**src/rtl/bitstream_counter_seq_if.sv**
```systemverilog
// Result stream toward the readout FIFO: one word per m_valid && m_ready handshake,
// with m_last marking the final word of each burst.
interface bitstream_counter_seq_if #(
  parameter int unsigned P_N_WIDTH = 32
);
  logic [P_N_WIDTH-1:0] m_data;
  logic                 m_valid;
  logic                 m_ready;
  logic                 m_last;

  modport master (output m_data, output m_valid, output m_last, input m_ready);
  modport slave  (input m_data, input m_valid, input m_last, output m_ready);
endinterface

```
**src/rtl/bitstream_counter_seq.sv**
```systemverilog
// Run controller and readout sequencer for one bitstream_counter instance.
// Define BITSTREAM_COUNTER_SEQ_HDR_EN to prefix each burst with a win_cnt header word.
module bitstream_counter_seq #(
  parameter int unsigned P_N_WIDTH   = 32,
  parameter int unsigned P_WIN_WIDTH = 16
) (
  input  logic                   clk,
  input  logic                   rst,
  input  logic                   start,
  input  logic                   abort,
  input  logic [P_N_WIDTH-1:0]   cfg_period,
  input  logic [P_N_WIDTH-1:0]   cfg_n_self_inh,
  input  logic [P_WIN_WIDTH-1:0] cfg_n_windows,
  output logic [P_N_WIDTH-1:0]   period,
  output logic [P_N_WIDTH-1:0]   n_self_inh,
  output logic                   cnt_rst,
  input  logic                   update,
  input  logic                   valid,
  input  logic [P_N_WIDTH-1:0]   n_pedge,
  input  logic [P_N_WIDTH-1:0]   n_nedge,
  input  logic [P_N_WIDTH-1:0]   n_high,
  input  logic [P_N_WIDTH-1:0]   n_low,
  bitstream_counter_seq_if.master m_if,
  output logic                   busy,
  output logic                   done,
  output logic                   overrun,
  output logic [P_WIN_WIDTH-1:0] win_cnt
);

`ifdef BITSTREAM_COUNTER_SEQ_HDR_EN
  localparam int unsigned LP_WORDS = 5;
`else
  localparam int unsigned LP_WORDS = 4;
`endif
  localparam int unsigned LP_IDX_W = 3;
  localparam logic [LP_IDX_W-1:0] LP_LAST_IDX = LP_IDX_W'(LP_WORDS - 1);

  typedef enum logic [2:0] {S_IDLE, S_ARM, S_WARM, S_RUN, S_SEND} state_e;

  state_e                                 state_q, state_d;
  logic                                   arm_q, arm_d;
  logic [LP_IDX_W-1:0]                    idx_q, idx_d;
  logic [LP_WORDS-1:0][P_N_WIDTH-1:0]     hold_q, hold_d;
  logic [P_N_WIDTH-1:0]                   period_q, period_d;
  logic [P_N_WIDTH-1:0]                   n_self_inh_q, n_self_inh_d;
  logic [P_WIN_WIDTH-1:0]                 n_windows_q, n_windows_d;
  logic [P_WIN_WIDTH-1:0]                 win_cnt_q, win_cnt_d;
  logic [P_WIN_WIDTH-1:0]                 win_inc;
  logic                                   cnt_rst_q, cnt_rst_d;
  logic                                   m_valid_q, m_valid_d;
  logic                                   m_last_q, m_last_d;
  logic                                   busy_q, busy_d;
  logic                                   done_q, done_d;
  logic                                   overrun_q, overrun_d;
  logic                                   hs;

  assign hs      = m_valid_q && m_if.m_ready;
  assign win_inc = win_cnt_q + P_WIN_WIDTH'(1);

  // Next-state, datapath and output decode; abort overrides everything else.
  always_comb begin
    state_d      = state_q;
    arm_d        = arm_q;
    idx_d        = idx_q;
    hold_d       = hold_q;
    period_d     = period_q;
    n_self_inh_d = n_self_inh_q;
    n_windows_d  = n_windows_q;
    win_cnt_d    = win_cnt_q;
    cnt_rst_d    = cnt_rst_q;
    m_valid_d    = m_valid_q;
    m_last_d     = m_last_q;
    done_d       = 1'b0;
    overrun_d    = overrun_q;

    if (abort) begin
      state_d   = S_IDLE;
      m_valid_d = 1'b0;
      m_last_d  = 1'b0;
      cnt_rst_d = 1'b0;
    end else begin
      unique case (state_q)
        S_IDLE: begin
          if (start) begin
            period_d     = cfg_period;
            n_self_inh_d = cfg_n_self_inh;
            n_windows_d  = cfg_n_windows;
            win_cnt_d    = '0;
            overrun_d    = 1'b0;
            cnt_rst_d    = 1'b1;
            arm_d        = 1'b0;
            state_d      = S_ARM;
          end
        end
        S_ARM: begin
          if (arm_q) begin
            cnt_rst_d = 1'b0;
            state_d   = S_WARM;
          end else begin
            arm_d = 1'b1;
          end
        end
        S_WARM: begin
          if (update) state_d = S_RUN;
        end
        S_RUN: begin
          if (update && valid) begin
`ifdef BITSTREAM_COUNTER_SEQ_HDR_EN
            hold_d[0] = P_N_WIDTH'(win_cnt_q);
            hold_d[1] = n_pedge;
            hold_d[2] = n_nedge;
            hold_d[3] = n_high;
            hold_d[4] = n_low;
`else
            hold_d[0] = n_pedge;
            hold_d[1] = n_nedge;
            hold_d[2] = n_high;
            hold_d[3] = n_low;
`endif
            idx_d     = '0;
            m_valid_d = 1'b1;
            m_last_d  = 1'b0;
            state_d   = S_SEND;
          end
        end
        S_SEND: begin
          // A window completing while a burst is still draining is lost.
          if (update) overrun_d = 1'b1;
          if (hs) begin
            if (idx_q == LP_LAST_IDX) begin
              m_valid_d = 1'b0;
              m_last_d  = 1'b0;
              win_cnt_d = win_inc;
              if ((n_windows_q != '0) && (win_inc == n_windows_q)) begin
                done_d  = 1'b1;
                state_d = S_IDLE;
              end else begin
                state_d = S_RUN;
              end
            end else begin
              hold_d   = hold_q >> P_N_WIDTH;
              idx_d    = idx_q + LP_IDX_W'(1);
              m_last_d = ((idx_q + LP_IDX_W'(1)) == LP_LAST_IDX);
            end
          end
        end
        default: state_d = S_IDLE;
      endcase
    end

    busy_d = (state_d != S_IDLE);
  end

  always_ff @(posedge clk or posedge rst) begin
    if (rst) begin
      state_q      <= S_IDLE;
      arm_q        <= 1'b0;
      idx_q        <= '0;
      hold_q       <= '0;
      period_q     <= '0;
      n_self_inh_q <= '0;
      n_windows_q  <= '0;
      win_cnt_q    <= '0;
      cnt_rst_q    <= 1'b1;
      m_valid_q    <= 1'b0;
      m_last_q     <= 1'b0;
      busy_q       <= 1'b0;
      done_q       <= 1'b0;
      overrun_q    <= 1'b0;
    end else begin
      state_q      <= state_d;
      arm_q        <= arm_d;
      idx_q        <= idx_d;
      hold_q       <= hold_d;
      period_q     <= period_d;
      n_self_inh_q <= n_self_inh_d;
      n_windows_q  <= n_windows_d;
      win_cnt_q    <= win_cnt_d;
      cnt_rst_q    <= cnt_rst_d;
      m_valid_q    <= m_valid_d;
      m_last_q     <= m_last_d;
      busy_q       <= busy_d;
      done_q       <= done_d;
      overrun_q    <= overrun_d;
    end
  end

  assign period      = period_q;
  assign n_self_inh  = n_self_inh_q;
  assign cnt_rst     = cnt_rst_q;
  assign m_if.m_data = hold_q[0];
  assign m_if.m_valid = m_valid_q;
  assign m_if.m_last = m_last_q;
  assign busy        = busy_q;
  assign done        = done_q;
  assign overrun     = overrun_q;
  assign win_cnt     = win_cnt_q;

endmodule
```
**src/flat_wrapper.sv**
```systemverilog
// flat-port wrapper written by rule: the top's interface ports become plain ports
module bitstream_counter_seq_flat 
#(
  parameter int unsigned P_N_WIDTH   = 32,
  parameter int unsigned P_WIN_WIDTH = 16
)
  (clk, rst, start, abort, cfg_period, cfg_n_self_inh, cfg_n_windows, period, n_self_inh, cnt_rst, update, valid, n_pedge, n_nedge, n_high, n_low, busy, done, overrun, win_cnt, m_if_m_data, m_if_m_valid, m_if_m_last, m_if_m_ready);
  bitstream_counter_seq_if #(.P_N_WIDTH(P_N_WIDTH)) m_if_i ();
  input  logic clk;
  input  logic rst;
  input  logic start;
  input  logic abort;
  input  logic [P_N_WIDTH-1:0] cfg_period;
  input  logic [P_N_WIDTH-1:0] cfg_n_self_inh;
  input  logic [P_WIN_WIDTH-1:0] cfg_n_windows;
  output logic [P_N_WIDTH-1:0] period;
  output logic [P_N_WIDTH-1:0] n_self_inh;
  output logic cnt_rst;
  input  logic update;
  input  logic valid;
  input  logic [P_N_WIDTH-1:0] n_pedge;
  input  logic [P_N_WIDTH-1:0] n_nedge;
  input  logic [P_N_WIDTH-1:0] n_high;
  input  logic [P_N_WIDTH-1:0] n_low;
  output logic busy;
  output logic done;
  output logic overrun;
  output logic [P_WIN_WIDTH-1:0] win_cnt;
  output wire logic [$bits(m_if_i.m_data)-1:0] m_if_m_data;
  output wire logic [$bits(m_if_i.m_valid)-1:0] m_if_m_valid;
  output wire logic [$bits(m_if_i.m_last)-1:0] m_if_m_last;
  input wire logic [$bits(m_if_i.m_ready)-1:0] m_if_m_ready;
  assign m_if_m_data = m_if_i.m_data;
  assign m_if_m_valid = m_if_i.m_valid;
  assign m_if_m_last = m_if_i.m_last;
  assign m_if_i.m_ready = m_if_m_ready;
  bitstream_counter_seq #(.P_N_WIDTH(P_N_WIDTH), .P_WIN_WIDTH(P_WIN_WIDTH)) u_core (.clk(clk), .rst(rst), .start(start), .abort(abort), .cfg_period(cfg_period), .cfg_n_self_inh(cfg_n_self_inh), .cfg_n_windows(cfg_n_windows), .period(period), .n_self_inh(n_self_inh), .cnt_rst(cnt_rst), .update(update), .valid(valid), .n_pedge(n_pedge), .n_nedge(n_nedge), .n_high(n_high), .n_low(n_low), .m_if(m_if_i), .busy(busy), .done(done), .overrun(overrun), .win_cnt(win_cnt));
endmodule
```
**config.mk**
```make
export PLATFORM = sky130hd
export DESIGN_NAME = bitstream_counter_seq_flat
export DESIGN_NICKNAME = d
export VERILOG_FILES = /design/src/rtl/bitstream_counter_seq_if.sv /design/src/rtl/bitstream_counter_seq.sv /design/src/flat_wrapper.sv
export SDC_FILE = /design/constraint.sdc
export NUM_CORES = 1
export LEC_CHECK = 0
export BUFFER_PORTS_ARGS = -buffer_cell sky130_fd_sc_hd__buf_2
export CORE_MARGIN = 5
export CORE_UTILIZATION = 56
export CTS_CLUSTER_DIAMETER = 60
export DETAILED_ROUTE_END_ITERATION = 12
export GPL_TIMING_DRIVEN = 0
export PLACE_DENSITY = 0.86
export SLEW_MARGIN = 10
export SYNTH_ARGS = -nofsm -noshare
export SYNTH_HDL_FRONTEND = slang
export SYNTH_SLANG_ARGS = --single-unit
```
**constraint.sdc**
```tcl
create_clock -name clk -period 16.2 [get_ports clk]
set_input_delay 1.62 -clock clk [delete_from_list [all_inputs] [get_ports clk]]
set_output_delay 1.62 -clock clk [all_outputs]
set_load 0.05 [all_outputs]
```
# == Word level (Yosys, flattened, before mapping) ==
# Cells that the tools add are included.
# op_classes
n_addsub,2
mul,0
div_mod_pow,0
magnitude_cmp,0
n_eq_ne,18
shifts,0
mux,44
bitwise_logic,1
n_reduce_logical,19
# op_table
cell,n
128-bit two-way mux,3
128-bit case mux with 2 select lines,1
16-bit two-way mux,3
16-bit case mux with 2 select lines,1
3-bit two-way mux,10
1-bit two-way mux,18
"16-bit by 1-bit adder with 16-bit output, second input constant",1
16-bit == test,1
16-bit nonzero test,1
3-bit case mux with 5 select lines,1
"3-bit by 2-bit == test with 1-bit output, second input constant",4
"3-bit by 2-bit != test with 1-bit output, second input constant",4
3-bit AND reduction,4
1-bit case mux with 2 select lines,5
5-bit AND reduction,2
3-bit nonzero test,3
4-bit AND reduction,2
"2-bit by 1-bit != test with 1-bit output, second input constant",3
"2-bit != test, second input constant",3
3-bit case mux with 2 select lines,1
2-bit nonzero test,3
"3-bit by 1-bit adder with 3-bit output, second input constant",1
"3-bit by 1-bit == test with 1-bit output, second input constant",1
"3-bit == test, second input constant",1
other kinds (5),7
# totals
register_bits,237
latchBits,0
mem_bits_rw,0
mem_bits_ro,0
in_bits,215
wordCells,101
n_memories,0

# == Depth between registers and ports, before layout ==
# Gate-level depths: netlist (run 1).
# depth
word_depth,9
depth_mapped,9

# == Least setup slack after synthesis (run 1) ==
# OpenSTA, ideal clock, no wires.
# synth_timing
path_kind,input port to flip-flop
start,input update
end,register u_core.hold_q[106] (netlist name)
arrival_time_ns,2.776
setup_slack_ns,13.307
cell_stages,8
path_buffers,2
cell_sequence,nand3_1 -> nor3b_1 -> a21oi_1 -> or2_2 -> buf_2 -> clkbuf_1 -> nand2_1 -> nand2_1
# synth_via
elab_chain_cells,3
# synth_rtl
element,line,source
from (decl),flat_wrapper.sv:19,input logic update;
1-bit logical AND,bitstream_counter_seq.sv:107,if (update && valid) begin
2-bit by 1-bit != test with 1-bit output (no source line),-,
5-bit AND reduction (no source line),-,
to (signal assigned),bitstream_counter_seq.sv:174,hold_q <= hold_d;
to (decl),bitstream_counter_seq.sv:43,"logic [LP_WORDS-1:0][P_N_WIDTH-1:0] hold_q, hold_d;"
# No other way between the ends.
# A chain may end at the register's enable or synchronous reset.

# == Final worst setup path (run 1) ==
# layout_timing
start,input update
end,register u_core.hold_q[98] (netlist name)
# The elaborated chain is that of the path after synthesis.

==> results of run 1 <==
[worst min-delay path, cell delays in order, from the launching register on]
cell and delay, ns:
dfrtp_1 0.34, nand2_1 0.05, nand2_1 0.05
[path summary, 6_finish.rpt]
kind                                         endpoint               start  depth (start not counted)
min in group asynchronous           u_core.period[15]                 rst                          2
worst min register to register     u_core.hold_q[107]  u_core.hold_q[107]                          2
max in group asynchronous       u_core.m_if.m_data[2]                 rst                          4
worst max register to register      u_core.hold_q[90]   u_core.state_q[1]                          7
worst max-delay path                u_core.hold_q[98]              update                          9
worst min-delay path               u_core.hold_q[107]  u_core.hold_q[107]                          2
[layer usage]
layer / vias up / part of all wire, % / GRT usage (%)
met5: - / 0.064 / 0
met1: 4598 / 37 / 34.9
met2: 445 / 50 / 49.6
li1: 4526 / - / -
met3: 86 / 8.8 / 6.84
met4: 4 / 3.8 / 10.2
[kinds of logic after synthesis]
group / synth area share, %
buffers and inverters: 5.89
and+or+nand+nor: 19.6
adders and majority gates: 0.461
DFF: 54.7
xor gates and xnor gates: 1.37
muxes: 8.40
AOI/OAI and AO/OA: 9.60
[through the flow]
| stage | area, sq um | std cells | util (%) | total power [mW] | hold slack (ns) |
|---|---|---|---|---|---|
| finish | 13800 | 1773 | 71.4 | 2.17 | 0.469 |
| global route | 13700 | 1770 | 71.3 | 2.27 | 0.493 |
| CTS | 13700 | 1767 | 71.3 | 2.17 | 0.469 |
| detailed placement | 12900 | 1724 | 66.9 | 1.59 | 0.456 |
| floorplan | 10800 | 1126 | - | 1.40 | 0.439 |
| global placement | 12800 | 1722 | 66.6 | 1.56 | 0.450 |
[registers in the layout (all words and copies together), names as in the netlist, 3 cells and up]
| signal | cells |
|---|---|
| u_core.n_windows_q | 16 |
| u_core.period | 32 |
| u_core.n_self_inh | 32 |
| u_core.hold_q | 96 |
| u_core.idx_q | 3 |
| u_core.state_q | 3 |
| u_core.win_cnt | 16 |
| u_core.m_if.m_data | 32 |
[power groups by stage]
stage               logic, mW  registers, mW  clock network, mW
floorplan               0.350           1.05                  0
global placement        0.706          0.859                  0
detailed placement      0.725          0.868                  0
CTS                     0.728          0.861              0.586
global route            0.770          0.882              0.613
finish                  0.724          0.863              0.581
[cell type report]
type,count,area share [%]
Timing Repair Buffer,333,12.4
Clock buffer,37,5.46
Antenna cell,6,0.109
Multi-Input combinational cell,772,31.1
Sequential cell,237,43.1
Tap cell,265,2.41
Buffer,111,4.49
Clock inverter,6,0.646
Inverter,6,0.218
[cells in the final DEF, fill, tap and decap left out, types with 3 or more instances in the layout]
master	n
buf_2	365
nand2_1	287
dfrtp_1	236
nor2_1	124
a31oi_1	98
mux2_2	80
nand3_1	42
buf_4	40
clkbuf_1	39
o21ai_0	27
clkbuf_16	25
a21oi_1	13
xor2_1	9
xnor2_1	8
clkbuf_8	8
o31ai_1	7
diode_2	6
nor3_1	6
nor4_1	6
inv_1	5
o21ai_1	4
nand2b_1	4
o211ai_1	4
ha_1	4
nand4_1	3
and4_1	3
and3_1	3
and2_1	3
==> impl_metrics.ini, run 1 <==
[run_status]
outcome = completed

[cts]
clock_latency_ns = 0.51
post_cts.repair.setup_buffers = 0
postCtsHoldBufs = 0
clock-root-buffer = clkbuf_16
tritoncts = done
cts_buffer_depth = 3
path_clk_slew_ns = 0.06
htreeDepth = 1
numCtsBuffers = 25
cts_resized = 0
clkSinkCount = 237

[place]
dp_slack_ns = 12.73
portBuffers = 331
gp_congestion = 0.913
dp_hpwl_mm = 24.9

[critical_path]
arrival_ns = 3.44
path_delay_family = simple AND/OR/NAND/NOR gates
crit_top_cell = buf_2
slowest_stage = nor3b_1
setup.worst_path.end_class = flip-flop
worstSetupStartpointType = primary input
reg2reg_slack_ns = 13.61
worstSetupPathType = in2reg
crit_fanout = 10
crit_chain = buf_2, nand3_1, nor3b_1, a21oi_1, nor2_2, buf_2, buf_2, nand3_1, nand2_1
critPathMaxStageDelay_ns = 0.35
path_buf_inv = 3
required_ns = 16.64

[power_and_ir_drop]
clkPwrFrac_pct = 26.8
swShare_pct = 37.7
ir_worst_vdd_v = 0.000149
total_leakage_power_nw = 6.96
power.density_mw_per_mm2 = 158
intPower_mw = 1.35
power_frac_seq_pct = 39.8
p_switching_uw = 818
p_comb_share_pct = 33.4

[flow_run]
cap_violations = 0

[logic_synthesis]
yosysSeqAreaShare_pct = 54.7
synthesis.nets = 1345
synth_edf_count = 0
yosysTopAreaCell = dfrtp_1
yosysMostFrequentCell = nand2_1
ys.warnings.count = 0
synth_flop_cell = dfrtp_1
avgSynthCellArea_sq_um = 9.63
synth.area.top_cells = dfrtp_1 (54%), nand2_1 (9.9%), mux2_2 (8.3%)
synth_top_area_share_pct = 54.4
ys_ff_latch = 237
ys_types = 59
synth_cells = 1126
synthTopCellsByCount = nand2_1 (287), dfrtp_1 (236), nor2_1 (124), a31oi_1 (98), mux2_2 (80)
syn_area_sq_mm = 0.0108
synthArstFlopShare_pct = 100

[sta]
fmax_mhz = 333
fin_crit_ns = 3.00
setup_viol = 0
tightest_slew_ns = 0.767
rsz0062_at_grt = no
hold_violations = 0
slew-limit-headroom_pct = 48.7
period_share_pct = 18.5
report.final.slew_viol_count = 0
fin_setup_tns_ns = 0
clock_skew_ns = 0.00964
post-route-worst-setup-slack_ns = 13.20

[global_route]
grt_max_degree = 99
grt_use_total_pct = 28.5
grt_pass1_wl_mm = 50.4
antenna_found_initial = 5
overflow = 0
grt_pass1_vias = 9643

[min_path]
hold_class = reg2reg

[cells_and_area]
seq_area_sq_mm = 0.00593
syn2layout_area_growth_pct = 26.8
fill_cells = 1441
multi_input_area_sq_mm = 0.00428
drive_above_1_share_pct = 36.2
nNetsFinal = 1705

[detailed_routing]
drt-initial-drc-count = 595
antenna_left = 0
vias = 9659
drc = 0
wl_per_cell_um = 18.4
vias_per_cell = 5.45
drtPass1Iterations = 5
wirelength_mm = 32.6

[floorplanning]
placementRows = 51
die_h_um = 149
core_area_sq_mm = 0.0193
die_w_um = 149
ioPinCount = 333
die_area_sq_mm = 0.0223
initial_core_util_pct = 56.3
No activity file was read; power rests on OpenSTA's default activity.
==> inputs of run 2 (changes only) <==
CORE_UTILIZATION = 52   (was 56)
PLACE_DENSITY = 0.81   (was 0.86)
clock period = 2.77 ns   (was 16.2 ns; I/O delays follow)
==> run 2 against run 1 <==
Final cell count grew 8.2%. Combinational power increased to 6.2 times the previous value. Clock-buffer cell count rose by 3. Core utilization increased by 3.2 points. Non-clock buffer count is 135 higher. Worst hold slack worse by 0.45 ns. Clock power grew to 6.0 times the previous value. Setup slack worse by 13 ns. Critical endpoint is now u_core.hold_q[105].
==> impl_metrics.ini, run 2 (synthesis results as in run 1) <==
[run_status]
outcome = completed

[power_and_ir_drop]
total_power_mw = 13.1
power.density_mw_per_mm2 = 860
ir_worst_vdd_v = 0.000801
total_leakage_power_nw = 7.57

[detailed_routing]
drc = 0
drt-initial-drc-count = 660
drtPass1Iterations = 6
vias_per_cell = 5.43
antenna_left = 0
wl_per_cell_um = 19.3
vias = 10400
wirelength_mm = 37.1

[sta]
post-route-worst-setup-slack_ns = 0.204
hold_violations = 0
fmax_mhz = 390
slew-limit-headroom_pct = 44.9
period_share_pct = 92.6
report.final.slew_viol_count = 0
fin_setup_tns_ns = 0
rsz0062_at_grt = no
tightest_slew_ns = 0.823
clock_skew_ns = 0.0159
hold-worst-slack_ns = 0.0173
setup_viol = 0
fin_crit_ns = 2.57

[place]
dpl_cell_area_sq_mm = 0.0130
portBuffers = 331
gp_congestion = 0.952
dp_hpwl_mm = 25.4
dp_slack_ns = 0.283

[cts]
cts_buffer_depth = 3
clkSinkCount = 237
post_cts.repair.setup_buffers = 0
tritoncts = done
cts_resized = 0
path_clk_slew_ns = 0.06
clock_latency_ns = 0.52
clock-root-buffer = clkbuf_16
numCtsBuffers = 25
htreeDepth = 1

[cells_and_area]
nNetsFinal = 1840
drive_above_1_share_pct = 33.7
regMostFlops = u_core.hold_q
seq_area_sq_mm = 0.00593
fill_cells = 1389
largest_reg_flops = 96
final_common_cell = buf_2
mostFrequentLayoutCells = buf_2 (365), nand2_1 (287), dfrtp_1 (236)
syn2layout_area_growth_pct = 40.0
multi_input_area_sq_mm = 0.00428
fin_area_sq_mm = 0.0152

[critical_path]
worstSetupStartpointType = flip-flop
cp-startpoint = u_core.state_q[1]
reg2reg_slack_ns = 0.20
crit_top_cell = buf_2
r2r_start = u_core.state_q[1]
critPathMaxStageDelay_ns = 0.36
crit_cells = 9
worstReg2RegEnd = u_core.hold_q[105]
setup.worst_path.end_class = flip-flop
arrival_ns = 3.02
reg2reg_depth = 9
path_delay_family = buffers and inverters
crit_fanout = 10
path_buf_inv = 4
crit_chain = clkbuf_1, nor3b_2, buf_2, a21oi_1, nor2_2, buf_2, buf_2, nand3_1, nand2_1
slowest_stage = dfrtp_1
worstSetupPathType = reg2reg
required_ns = 3.23
critPathCapture = u_core.hold_q[105]

[global_route]
grt_pass1_vias = 10900
grt_use_total_pct = 30.6
antenna_found_initial = 8
overflow = 0
grt_max_degree = 41
grt_pass1_wl_mm = 58.5

[flow_run]
cap_violations = 0

[min_path]
hold_class = in2reg

[floorplanning]
ioPinCount = 333
core_area_sq_mm = 0.0204
die_h_um = 154
placementRows = 52
initial_core_util_pct = 53.3
die_area_sq_mm = 0.0238
die_w_um = 154
[run 2: layer usage]
| layer | track usage (%) | vias to the layer above | part of all wire [%] |
|---|---|---|---|
| li1 | - | 4818 | - |
| met1 | 37.3 | 4935 | 37 |
| met2 | 51.2 | 532 | 49 |
| met3 | 7.29 | 133 | 8.7 |
| met4 | 15.2 | 2 | 4.9 |
| met5 | 0 | - | 0.035 |
[run 2: how the worst min path moves through the flow]
stage / start / depth (start not counted) / slack [ns] / end
finish: n_nedge[25] / 3 / 0.02 / u_core.hold_q[57]
global route: cfg_n_windows[4] / 2 / -0.0008 / u_core.n_windows_q[4]
CTS: n_nedge[18] / 3 / 0.0001 / u_core.hold_q[50]
detailed placement: rst / 2 / 0.28 / u_core.busy
global placement: u_core.hold_q[107] / 2 / 0.45 / u_core.hold_q[107]
floorplan: update / 2 / 0.39 / u_core.overrun
[run 2: repair_timing]
item,4_1_cts,5_1_grt
setup endpoints to repair,0,0
endpoints found under the hold margin,138,1
hold buffers,129,1
[run 2: report_power, final]
part | switching [mW] | internal, mW | total, mW
sequential | 0.653 | 4.44 | 5.10
combinational | 2.96 | 1.54 | 4.50
clock | 1.39 | 2.08 | 3.47
[run 2: per-stage QoR]
stage,utilization (%),std cells
after floorplan,-,1126
after global placement,63.1,1727
after detailed placement,63.8,1734
after CTS,74.4,1908
after global routing,74.5,1917
final,74.6,1919
[run 2: layout make-up]
class	instances	share of cell area, %
multi-input cells	772	28.2
flip-flops and latches	237	39.1
repair buffers	468	20.5
diodes	10	0.165
well taps	270	2.22
inverters	6	0.173
clock inverters	5	0.420
plain buffers	111	4.06
clock buffers	40	5.28
[run 2: worst register-to-register path, cell delays in order (launching register included)]
cell and delay (ns):
dfrtp_1 0.36, clkbuf_1 0.21, nor3b_2 0.29, buf_2 0.34
a21oi_1 0.14, nor2_2 0.32, buf_2 0.34, buf_2 0.27
nand3_1 0.12, nand2_1 0.12
